## config.mk

```make
export PLATFORM = sky130hd
export DESIGN_NAME = pipeline_hazard_ctrl_flat
export DESIGN_NICKNAME = d
export VERILOG_FILES = /design/src/rtl/pipeline_ctrl_pkg.sv /design/src/rtl/pipeline_hazard_ctrl_if.sv /design/src/rtl/mul_stall_counter.sv /design/src/rtl/pipeline_hazard_ctrl.sv /design/src/flat_wrapper.sv
export SDC_FILE = /design/constraint.sdc
export NUM_CORES = 1
export LEC_CHECK = 0
export BUFFER_PORTS_ARGS = -buffer_cell sky130_fd_sc_hd__buf_2
export CORE_MARGIN = 2
export CORE_UTILIZATION = 39
export DETAILED_ROUTE_END_ITERATION = 6
export PLACE_DENSITY = 0.85
export REMOVE_ABC_BUFFERS = 1
export SLEW_MARGIN = 30
export SYNTH_ARGS = -nofsm -noshare
export SYNTH_HDL_FRONTEND = slang
export SYNTH_SLANG_ARGS = --single-unit
export TNS_END_PERCENT = 1
```

## constraint.sdc

```tcl
create_clock -name clk -period 4.93 [get_ports clk]
set_clock_uncertainty 0.05 [all_clocks]
set_input_delay 0.986 -clock clk [delete_from_list [all_inputs] [get_ports clk]]
set_output_delay 0.986 -clock clk [all_outputs]
set_load 0.01 [all_outputs]
```

## src/rtl/pipeline_ctrl_pkg.sv

```systemverilog
// Shared types and constants for the pipeline hazard controller.
package pipeline_ctrl_pkg;

    typedef enum logic {
        RUN      = 1'b0,
        MUL_WAIT = 1'b1
    } state_t;

    localparam logic [4:0] REG_ZERO            = 5'd0;
    localparam int         DEFAULT_MUL_LATENCY = 4;

endpackage

```

## src/rtl/pipeline_hazard_ctrl_if.sv

```systemverilog
// Hazard-controller bus: pipeline-side hazard inputs and stage enable/flush controls.
interface pipeline_hazard_ctrl_if #(
    parameter int CNT_W = 16
);
    logic [4:0]       i_ifidRs;
    logic [4:0]       i_ifidRt;
    logic             i_ifidUsesRt;
    logic             i_idexMemRead;
    logic [4:0]       i_idexRt;
    logic             i_idexMultiCycle;
    logic             i_exBranchTaken;
    logic             o_pcWrite;
    logic             o_ifidWrite;
    logic             o_ifidFlush;
    logic             o_idexBubble;
    logic             o_exHold;
    logic             o_stall;
    logic [CNT_W-1:0] o_loadUseCount;
    logic [CNT_W-1:0] o_mulStallCount;

    modport master (
        output i_ifidRs, i_ifidRt, i_ifidUsesRt, i_idexMemRead,
               i_idexRt, i_idexMultiCycle, i_exBranchTaken,
        input  o_pcWrite, o_ifidWrite, o_ifidFlush, o_idexBubble,
               o_exHold, o_stall, o_loadUseCount, o_mulStallCount
    );

    modport slave (
        input  i_ifidRs, i_ifidRt, i_ifidUsesRt, i_idexMemRead,
               i_idexRt, i_idexMultiCycle, i_exBranchTaken,
        output o_pcWrite, o_ifidWrite, o_ifidFlush, o_idexBubble,
               o_exHold, o_stall, o_loadUseCount, o_mulStallCount
    );

endinterface

```

## src/rtl/mul_stall_counter.sv

```systemverilog
// Multi-cycle EX sequencer: RUN/MUL_WAIT state, remaining-cycle counter and
// the one-cycle release mask that stops a departing op from retriggering.
module mul_stall_counter
    import pipeline_ctrl_pkg::*;
#(
    parameter int MUL_LATENCY = DEFAULT_MUL_LATENCY
) (
    input  logic   clk,
    input  logic   rst_n,
    input  logic   i_start,
    output state_t o_state,
    output logic   o_zero,
    output logic   o_mask
);

    localparam int CNT_BITS = (MUL_LATENCY > 2) ? $clog2(MUL_LATENCY) : 1;
    localparam logic [CNT_BITS-1:0] LOAD_VAL =
        CNT_BITS'((MUL_LATENCY > 2) ? (MUL_LATENCY - 2) : 0);

    state_t              r_state;
    logic [CNT_BITS-1:0] r_cnt;
    logic                r_mask;

    // Latency 2 never leaves RUN; it only needs the mask for the following cycle.
    always_ff @(posedge clk or negedge rst_n) begin
        if (!rst_n) begin
            r_state <= RUN;
            r_cnt   <= '0;
            r_mask  <= 1'b0;
        end else begin
            r_mask <= 1'b0;
            case (r_state)
                RUN: begin
                    if (i_start) begin
                        if (MUL_LATENCY > 2) begin
                            r_cnt   <= LOAD_VAL;
                            r_state <= MUL_WAIT;
                        end else begin
                            r_mask <= 1'b1;
                        end
                    end
                end
                MUL_WAIT: begin
                    if (r_cnt != '0) begin
                        r_cnt <= r_cnt - CNT_BITS'(1);
                    end else begin
                        r_state <= RUN;
                        r_mask  <= 1'b1;
                    end
                end
                default: r_state <= RUN;
            endcase
        end
    end

    assign o_state = r_state;
    assign o_zero  = (r_cnt == '0);
    assign o_mask  = r_mask;

endmodule

```

## src/rtl/pipeline_hazard_ctrl.sv

```systemverilog
// Hazard/stall controller for the 5-stage MIPS pipeline (load-use, branch flush, mul hold).
// Optional saturating perf counters are built when HAZARD_PERF_EN is defined.
module pipeline_hazard_ctrl
    import pipeline_ctrl_pkg::*;
#(
    parameter int MUL_LATENCY = DEFAULT_MUL_LATENCY,
    parameter int CNT_W       = 16
) (
    input  logic                   clk,
    input  logic                   rst_n,
    pipeline_hazard_ctrl_if.slave  hz
);

    localparam logic MC_EN = (MUL_LATENCY > 1);

    state_t w_state;
    logic   w_zero;
    logic   w_mask;
    logic   w_loadUse;
    logic   w_mcEff;
    logic   w_mcStart;
    logic   w_luBubble;
    logic   w_pcWrite;
    logic   w_ifidWrite;
    logic   w_ifidFlush;
    logic   w_idexBubble;
    logic   w_exHold;

    assign w_loadUse = hz.i_idexMemRead && (hz.i_idexRt != REG_ZERO) &&
                       ((hz.i_idexRt == hz.i_ifidRs) ||
                        (hz.i_ifidUsesRt && (hz.i_idexRt == hz.i_ifidRt)));
    assign w_mcEff   = hz.i_idexMultiCycle && !w_mask && MC_EN;

    mul_stall_counter #(
        .MUL_LATENCY(MUL_LATENCY)
    ) u_mulCnt (
        .clk     (clk),
        .rst_n   (rst_n),
        .i_start (w_mcStart),
        .o_state (w_state),
        .o_zero  (w_zero),
        .o_mask  (w_mask)
    );

    // Reset forces a safe bubble; otherwise branch > mul > load-use in RUN.
    always_comb begin
        w_pcWrite    = 1'b1;
        w_ifidWrite  = 1'b1;
        w_ifidFlush  = 1'b0;
        w_idexBubble = 1'b0;
        w_exHold     = 1'b0;
        w_mcStart    = 1'b0;
        w_luBubble   = 1'b0;
        if (!rst_n) begin
            w_pcWrite    = 1'b0;
            w_ifidWrite  = 1'b0;
            w_ifidFlush  = 1'b1;
            w_idexBubble = 1'b1;
        end else if (w_state == MUL_WAIT) begin
            if (!w_zero) begin
                w_pcWrite   = 1'b0;
                w_ifidWrite = 1'b0;
                w_exHold    = 1'b1;
            end
        end else if (hz.i_exBranchTaken) begin
            w_ifidFlush  = 1'b1;
            w_idexBubble = 1'b1;
        end else if (w_mcEff) begin
            w_pcWrite   = 1'b0;
            w_ifidWrite = 1'b0;
            w_exHold    = 1'b1;
            w_mcStart   = 1'b1;
        end else if (w_loadUse) begin
            w_pcWrite    = 1'b0;
            w_ifidWrite  = 1'b0;
            w_idexBubble = 1'b1;
            w_luBubble   = 1'b1;
        end
    end

    assign hz.o_pcWrite    = w_pcWrite;
    assign hz.o_ifidWrite  = w_ifidWrite;
    assign hz.o_ifidFlush  = w_ifidFlush;
    assign hz.o_idexBubble = w_idexBubble;
    assign hz.o_exHold     = w_exHold;
    assign hz.o_stall      = !w_pcWrite;

`ifdef HAZARD_PERF_EN
    logic [CNT_W-1:0] r_luCnt;
    logic [CNT_W-1:0] r_msCnt;

    always_ff @(posedge clk or negedge rst_n) begin
        if (!rst_n) begin
            r_luCnt <= '0;
            r_msCnt <= '0;
        end else begin
            if (w_luBubble && (r_luCnt != '1)) r_luCnt <= r_luCnt + CNT_W'(1);
            if (w_exHold && (r_msCnt != '1))   r_msCnt <= r_msCnt + CNT_W'(1);
        end
    end

    assign hz.o_loadUseCount  = r_luCnt;
    assign hz.o_mulStallCount = r_msCnt;
`else
    assign hz.o_loadUseCount  = '0;
    assign hz.o_mulStallCount = '0;
`endif

endmodule

```

## src/flat_wrapper.sv

```systemverilog
// flat-port wrapper written by rule: the top's interface ports become plain ports
module pipeline_hazard_ctrl_flat import pipeline_ctrl_pkg::*;
#(
    parameter int MUL_LATENCY = DEFAULT_MUL_LATENCY,
    parameter int CNT_W       = 16
)
  (clk, rst_n, hz_i_ifidRs, hz_i_ifidRt, hz_i_ifidUsesRt, hz_i_idexMemRead, hz_i_idexRt, hz_i_idexMultiCycle, hz_i_exBranchTaken, hz_o_pcWrite, hz_o_ifidWrite, hz_o_ifidFlush, hz_o_idexBubble, hz_o_exHold, hz_o_stall, hz_o_loadUseCount, hz_o_mulStallCount);
  pipeline_hazard_ctrl_if #(.CNT_W(CNT_W)) hz_i ();
  input  logic clk;
  input  logic rst_n;
  input wire logic [$bits(hz_i.i_ifidRs)-1:0] hz_i_ifidRs;
  input wire logic [$bits(hz_i.i_ifidRt)-1:0] hz_i_ifidRt;
  input wire logic [$bits(hz_i.i_ifidUsesRt)-1:0] hz_i_ifidUsesRt;
  input wire logic [$bits(hz_i.i_idexMemRead)-1:0] hz_i_idexMemRead;
  input wire logic [$bits(hz_i.i_idexRt)-1:0] hz_i_idexRt;
  input wire logic [$bits(hz_i.i_idexMultiCycle)-1:0] hz_i_idexMultiCycle;
  input wire logic [$bits(hz_i.i_exBranchTaken)-1:0] hz_i_exBranchTaken;
  output wire logic [$bits(hz_i.o_pcWrite)-1:0] hz_o_pcWrite;
  output wire logic [$bits(hz_i.o_ifidWrite)-1:0] hz_o_ifidWrite;
  output wire logic [$bits(hz_i.o_ifidFlush)-1:0] hz_o_ifidFlush;
  output wire logic [$bits(hz_i.o_idexBubble)-1:0] hz_o_idexBubble;
  output wire logic [$bits(hz_i.o_exHold)-1:0] hz_o_exHold;
  output wire logic [$bits(hz_i.o_stall)-1:0] hz_o_stall;
  output wire logic [$bits(hz_i.o_loadUseCount)-1:0] hz_o_loadUseCount;
  output wire logic [$bits(hz_i.o_mulStallCount)-1:0] hz_o_mulStallCount;
  assign hz_i.i_ifidRs = hz_i_ifidRs;
  assign hz_i.i_ifidRt = hz_i_ifidRt;
  assign hz_i.i_ifidUsesRt = hz_i_ifidUsesRt;
  assign hz_i.i_idexMemRead = hz_i_idexMemRead;
  assign hz_i.i_idexRt = hz_i_idexRt;
  assign hz_i.i_idexMultiCycle = hz_i_idexMultiCycle;
  assign hz_i.i_exBranchTaken = hz_i_exBranchTaken;
  assign hz_o_pcWrite = hz_i.o_pcWrite;
  assign hz_o_ifidWrite = hz_i.o_ifidWrite;
  assign hz_o_ifidFlush = hz_i.o_ifidFlush;
  assign hz_o_idexBubble = hz_i.o_idexBubble;
  assign hz_o_exHold = hz_i.o_exHold;
  assign hz_o_stall = hz_i.o_stall;
  assign hz_o_loadUseCount = hz_i.o_loadUseCount;
  assign hz_o_mulStallCount = hz_i.o_mulStallCount;
  pipeline_hazard_ctrl #(.MUL_LATENCY(MUL_LATENCY), .CNT_W(CNT_W)) u_core (.clk(clk), .rst_n(rst_n), .hz(hz_i));
endmodule
```

=== Yosys cells after proc, flatten, opt, wreduce, memory -nomap -nowiden ===
Cells that the tools add are included.

* Bitwise operators: 1
* Mux-type cells: 29
* Equal/unequal tests: 4
* Reductions and logical operators: 11
* Add/sub/neg operators: 1

{| class="wikitable"
|+ Operators by type and width
! kind !! count
|-
| 1-bit 2-to-1 mux || 24
|-
| 5-bit equality test || 2
|-
| 5-bit nonzero test || 1
|-
| 1-bit logical AND || 4
|-
| 2-bit 2-to-1 mux || 2
|-
| 1-bit one-hot mux with 2 select lines || 2
|-
| 2-bit one-hot mux with 2 select lines || 1
|-
| 1-bit logical NOT || 2
|-
| 2-bit logical NOT || 1
|-
| 2-bit by 1-bit != test with 1-bit output (second input constant) || 1
|-
| 2-bit != test (second input constant) || 1
|-
| 2-bit AND reduction || 1
|-
| 2-bit nonzero test || 1
|-
| 2-bit by 1-bit subtractor with 2-bit output (second input constant) || 1
|-
| 1-bit logical OR || 1
|-
| 1-bit inverter || 1
|}

* Output and inout port bits: 38
* Bits of input ports: 21
* Bits in registers: 4
* Word-level logic and storage cells: 49

=== Logic depth before layout (Yosys ltp) ===
* Depth after elaboration: 10
* Mapped depth: 7
* Depth with buffers taken out: 7

=== Hierarchy ===
From an unflattened synthesis, not the netlist that was laid out.

* Cell total of the unflattened synthesis: 80
* Area, all modules: 669.4 um^2

{| class="wikitable"
|+ By module, submodules not included
! module !! instances !! sequential area each (um^2) !! area each (um^2) !! cells each
|-
| pipeline_hazard_ctrl || 1 || 0.0 || 470.5 || 63
|-
| mul_stall_counter || 1 || 100.1 || 198.9 || 17
|}

=== Worst setup path after synthesis ===
Ideal clock, no wire load.

* Kind: input port to output port
* Start point: in hz_i_idexRt[3]
* End point: out hz_o_pcWrite
* Required time: 3.894 ns
* Data arrival time: 2.030 ns
* Setup slack: 1.864 ns
* Path buffers: 1
* Cell stages on the path: 5
* Cell sequence: xor2_1 > nor4_2 > a32oi_1 > o31a_1 > buf_4

* Word-level cells in the longest chain between the ends: 9
* Elaborated cells on any way between the ends: 12
* Those cells by class: 2 x eq/ne; 5 x mux; 5 x reduce/logical

{| class="wikitable"
|+ RTL lines
! element !! line !! RTL
|-
| start: declaration || flat_wrapper.sv:15 || <nowiki>input wire logic [$bits(hz_i.i_idexRt)-1:0] hz_i_idexRt;</nowiki>
|-
| 5-bit equality test || pipeline_hazard_ctrl.sv:31 || <nowiki>(hz.i_ifidUsesRt && (hz.i_idexRt == hz.i_ifidRt)));</nowiki>
|-
| 1-bit logical AND || pipeline_hazard_ctrl.sv:31 ||
|-
| 1-bit logical OR || pipeline_hazard_ctrl.sv:30 || <nowiki>((hz.i_idexRt == hz.i_ifidRs) ||</nowiki>
|-
| 1-bit logical AND (*) || pipeline_hazard_ctrl.sv:29 || <nowiki>assign w_loadUse = hz.i_idexMemRead && (hz.i_idexRt != REG_ZERO) &&</nowiki>
|-
| 1-bit 2-to-1 mux (*) (5 in a row) || n/a ||
|-
| end: declaration || flat_wrapper.sv:18 || <nowiki>output wire logic [$bits(hz_i.o_pcWrite)-1:0] hz_o_pcWrite;</nowiki>
|}

Every way passes the cells marked *; elsewhere a longest branch is shown, timed or not.

=== Worst setup path after layout ===
* Start point: in hz_i_idexRt[3]
* End point: out hz_o_pcWrite

* Word-level cells in the longest chain between the ends: 9
* Elaborated cells on any way between the ends: 12
* Those cells by class: 2 x eq/ne; 5 x mux; 5 x reduce/logical

{| class="wikitable"
|+ RTL lines
! element !! line !! RTL
|-
| 5-bit equality test || pipeline_hazard_ctrl.sv:31 ||
|-
| 1-bit logical AND || pipeline_hazard_ctrl.sv:31 ||
|-
| 1-bit logical OR || pipeline_hazard_ctrl.sv:30 ||
|-
| 1-bit logical AND (*) || pipeline_hazard_ctrl.sv:29 ||
|-
| 1-bit 2-to-1 mux (*) || pipeline_hazard_ctrl.sv:73 || <nowiki>end else if (w_loadUse) begin</nowiki>
|-
| 1-bit 2-to-1 mux (*) || pipeline_hazard_ctrl.sv:68 || <nowiki>end else if (w_mcEff) begin</nowiki>
|-
| 1-bit 2-to-1 mux (*) || pipeline_hazard_ctrl.sv:65 || <nowiki>end else if (hz.i_exBranchTaken) begin</nowiki>
|-
| 1-bit 2-to-1 mux (*) || pipeline_hazard_ctrl.sv:59 || <nowiki>end else if (w_state == MUL_WAIT) begin</nowiki>
|-
| 1-bit 2-to-1 mux (*) || pipeline_hazard_ctrl.sv:54 || <nowiki>if (!rst_n) begin</nowiki>
|}

Marks and branches as above.

==> impl_metrics.yaml <==
clocking:
  cts_resized: 0
  clockRootBuffer: "clkbuf_4"
  cts_sinks: 4
  cts_tree: "yes"
  clk_transition_reported_paths_ns: 0.04
  worstSkewPairLatency_ns: 0.24
  cts_buffers: 3
  cts_setup_buffers: 0
  cts.path.max_buffers: 2
  holdBufCountCts: 0
  h-tree-depth: 1
global_route:
  grt_pass1_wl_mm: 1.64
  grt_max_degree: 8
  use_met3_pct: 1.63
  grt_busiest_layer: "met2"
  grt_usage_pct: 11.5
  grt_pass1_vias: 405
  grt_use_met1_pct: 12.9
  antenna_found_initial: 0
  grt_overflow_total: 0
  grtUsageMet2_pct: 19.4
finish:
  stdcell_count: 121
  layout_commonest_cell: "conb_1"
  most-common-layout-cells: "32 x conb_1, 26 x buf_2, 9 x xor2_1"
  final_core_util_pct: 44.2
  finalNetCount: 129
  diodes: 0
  drive_gt1_share_pct: 30.5
  syn_to_final_growth_pct: 6.61
placement:
  post-place-ws_ns: 1.71
  place.gp.congestion: 0.692
  port_buffers: 26
  dp_hpwl_um: 918
  dp.cells: 118
timing:
  finalCriticalPeriod_ns: 3.21
  worst_slack_ns: 1.72
  clock.fmax_mhz: 311
  finalHoldViolCount: 0
  fin_setup_tns_ns: 0
  rsz0062_at_grt: "false"
  maxSlewViolCount: 0
  finalSetupViolCount: 0
  fin_crit_sh_pct: 65.1
pwr:
  ir_drop_v: 0.000174
  internal-power_mw: 0.123
  p_sw_share_pct: 42.8
  p_clk_share_pct: 19.8
  powerDensity_nw_per_um2: 324
  seqPwrFrac_pct: 29.0
  power.switching_mw: 0.0923
  power.leakage_nw: 0.386
  p_comb_share_pct: 51.2
synthesis:
  yosysSeqAreaShare_pct: 16.0
  synth.mux.area_fraction_pct: 0
  synthSimpleGateAreaFrac_pct: 12.6
  synthDistinctLibCells: 25
  yosys.area.top_type: "buf_4"
  synth-adder-area-share_pct: 2.00
  syn_area_per_cell_sq_um: 8.00
  synth-compound-area-share_pct: 12.0
  ys_seq_elements: 4
  synthXorXnorAreaFrac_pct: 14.0
  yosys.area.top_type_share_pct: 39.7
  synth_top_family_by_area: "buffers and inverters"
  yosys_warnings: 0
  syn-instance-count: 78
  syn-cell-area_sq_um: 624
  ys_top_cells_by_area: "buf_4 40%, dfrtp_1 16%, xor2_1 13%, o21ai_0 4.0%, inv_1 3.0%"
hold_path:
  hp-start: "u_core.u_mulCnt.r_cnt[0]$_DFFE_PN0P_"
  min_path_type: "reg -> reg"
setup_path:
  endpoint_kind: "output pin"
  crit_start: "hz_i_idexRt[3]"
  critPathMaxFanout: 3
  arrival_ns: 2.17
  reg2reg_from: "u_core.u_mulCnt.r_cnt[0]$_DFFE_PN0P_"
  cp-start-kind: "input pin"
  cp.required_ns: 3.89
  path_class: "in -> out"
floorplanning:
  ios: 59
  rows: 14
  core_sq_um: 1510
  dieArea_sq_um: 1940
  die_h_um: 44.0
  die_w_um: 44.0
  start_util_pct: 41.4
detailed_routing:
  wire_per_inst_um: 8.62
  viasPerCell: 4.02
  final_antenna_net_count: 0
  dr.pass1.iters: 3
  detail_route.iter0.violations: 2
  drc: 0
  vias: 487
  drt_wl_total_mm: 1.04
job:
  maxCapViolCount: 0
run_status:
  status: "finished, final reports clean"
-- power by group through the flow --
| stage | clock (mW) | combinational (mW) | sequential [mW] |
|---|---|---|---|
| 2_1_floorplan | 0 | 0.0776 | 0.0587 |
| 3_3_place_gp | 0 | 0.109 | 0.0614 |
| 3_5_place_dp | 0 | 0.111 | 0.0630 |
| 4_1_cts | 0.0451 | 0.112 | 0.0626 |
| 5_1_grt | 0.0463 | 0.127 | 0.0652 |
| 6_report | 0.0425 | 0.110 | 0.0625 |
-- critical path, cell delays in order --
cell,delay (ns)
buf_2,0.12
xor2_1,0.16
nor4_2,0.26
a32oi_1,0.18
o31a_1,0.32
buf_2,0.14
-- cell type report --
type                       count  area (sq um)
multi-input combinational     67           374
inverter                       5          18.8
timing repair buffer          26           130
sequential                     4           100
tap                           16          20.0
clock buffer                   3          22.5
fill                         171           841
-- metal layers --
layer  part of all wire [%]  up-vias
li1                       -      243
met1                     38      207
met2                     48       34
met3                     11        3
met4                    2.5        0
met5                      0        -
-- kinds of logic after synthesis --
group,Yosys count
adder cells (fa/ha/maj),1
buffers and inverters,38
flip-flops,4
AND/OR/NAND/NOR,13
AO/OA/AOI/OAI,11
XOR/XNOR,10
other,1
-- worst paths after layout --
kind / to / slack [ns] / cells past startpoint
setup / recovery: hz_o_pcWrite / 1.72 / 6
hold / removal: u_core.u_mulCnt.r_cnt[0]$_DFFE_PN0P_ / 0.45 / 1
setup reg to reg: u_core.u_mulCnt.r_cnt[1]$_DFFE_PN0P_ / 3.50 / 7
hold reg to reg: u_core.u_mulCnt.r_cnt[0]$_DFFE_PN0P_ / 0.45 / 1
max in group asynchronous: u_core.u_mulCnt.o_state$_DFF_PN0_ / 4.18 / 1
min in group asynchronous: u_core.u_mulCnt.r_cnt[0]$_DFFE_PN0P_ / 0.50 / 1
-- synth_stat cells --
cell,number
a211o_1,1
dfrtp_1,4
buf_4,33
xnor2_1,1
a32oi_1,1
xor2_1,9
nor3_1,1
and2_1,1
or4_1,1
nand2_1,2
conb_1,1
nand2b_1,1
nor2b_1,1
o21ai_2,1
ha_1,1
o21bai_1,1
nor2_1,2
o31a_1,1
o21ai_0,5
nand3_1,1
inv_1,5
nor4b_1,1
o31ai_1,1
or2_2,1
nor4_2,1
-- state kept, by name (all words and copies together), names as in the netlist --
register,count
u_core.u_mulCnt.r_cnt,2
u_core.u_mulCnt.o_mask,1
u_core.u_mulCnt.o_state,1
-- per-stage QoR --
step                      hold slack (ns)  instance area, sq um  power [mW]
after floorplan                     0.410                   493       0.136
after detailed placement            0.441                   643       0.174
after global routing                0.496                   666       0.239
after global placement              0.430                   643       0.170
after CTS                           0.447                   666       0.220
final                               0.447                   666       0.215
Note: power is estimated with default switching activity, not from simulation.
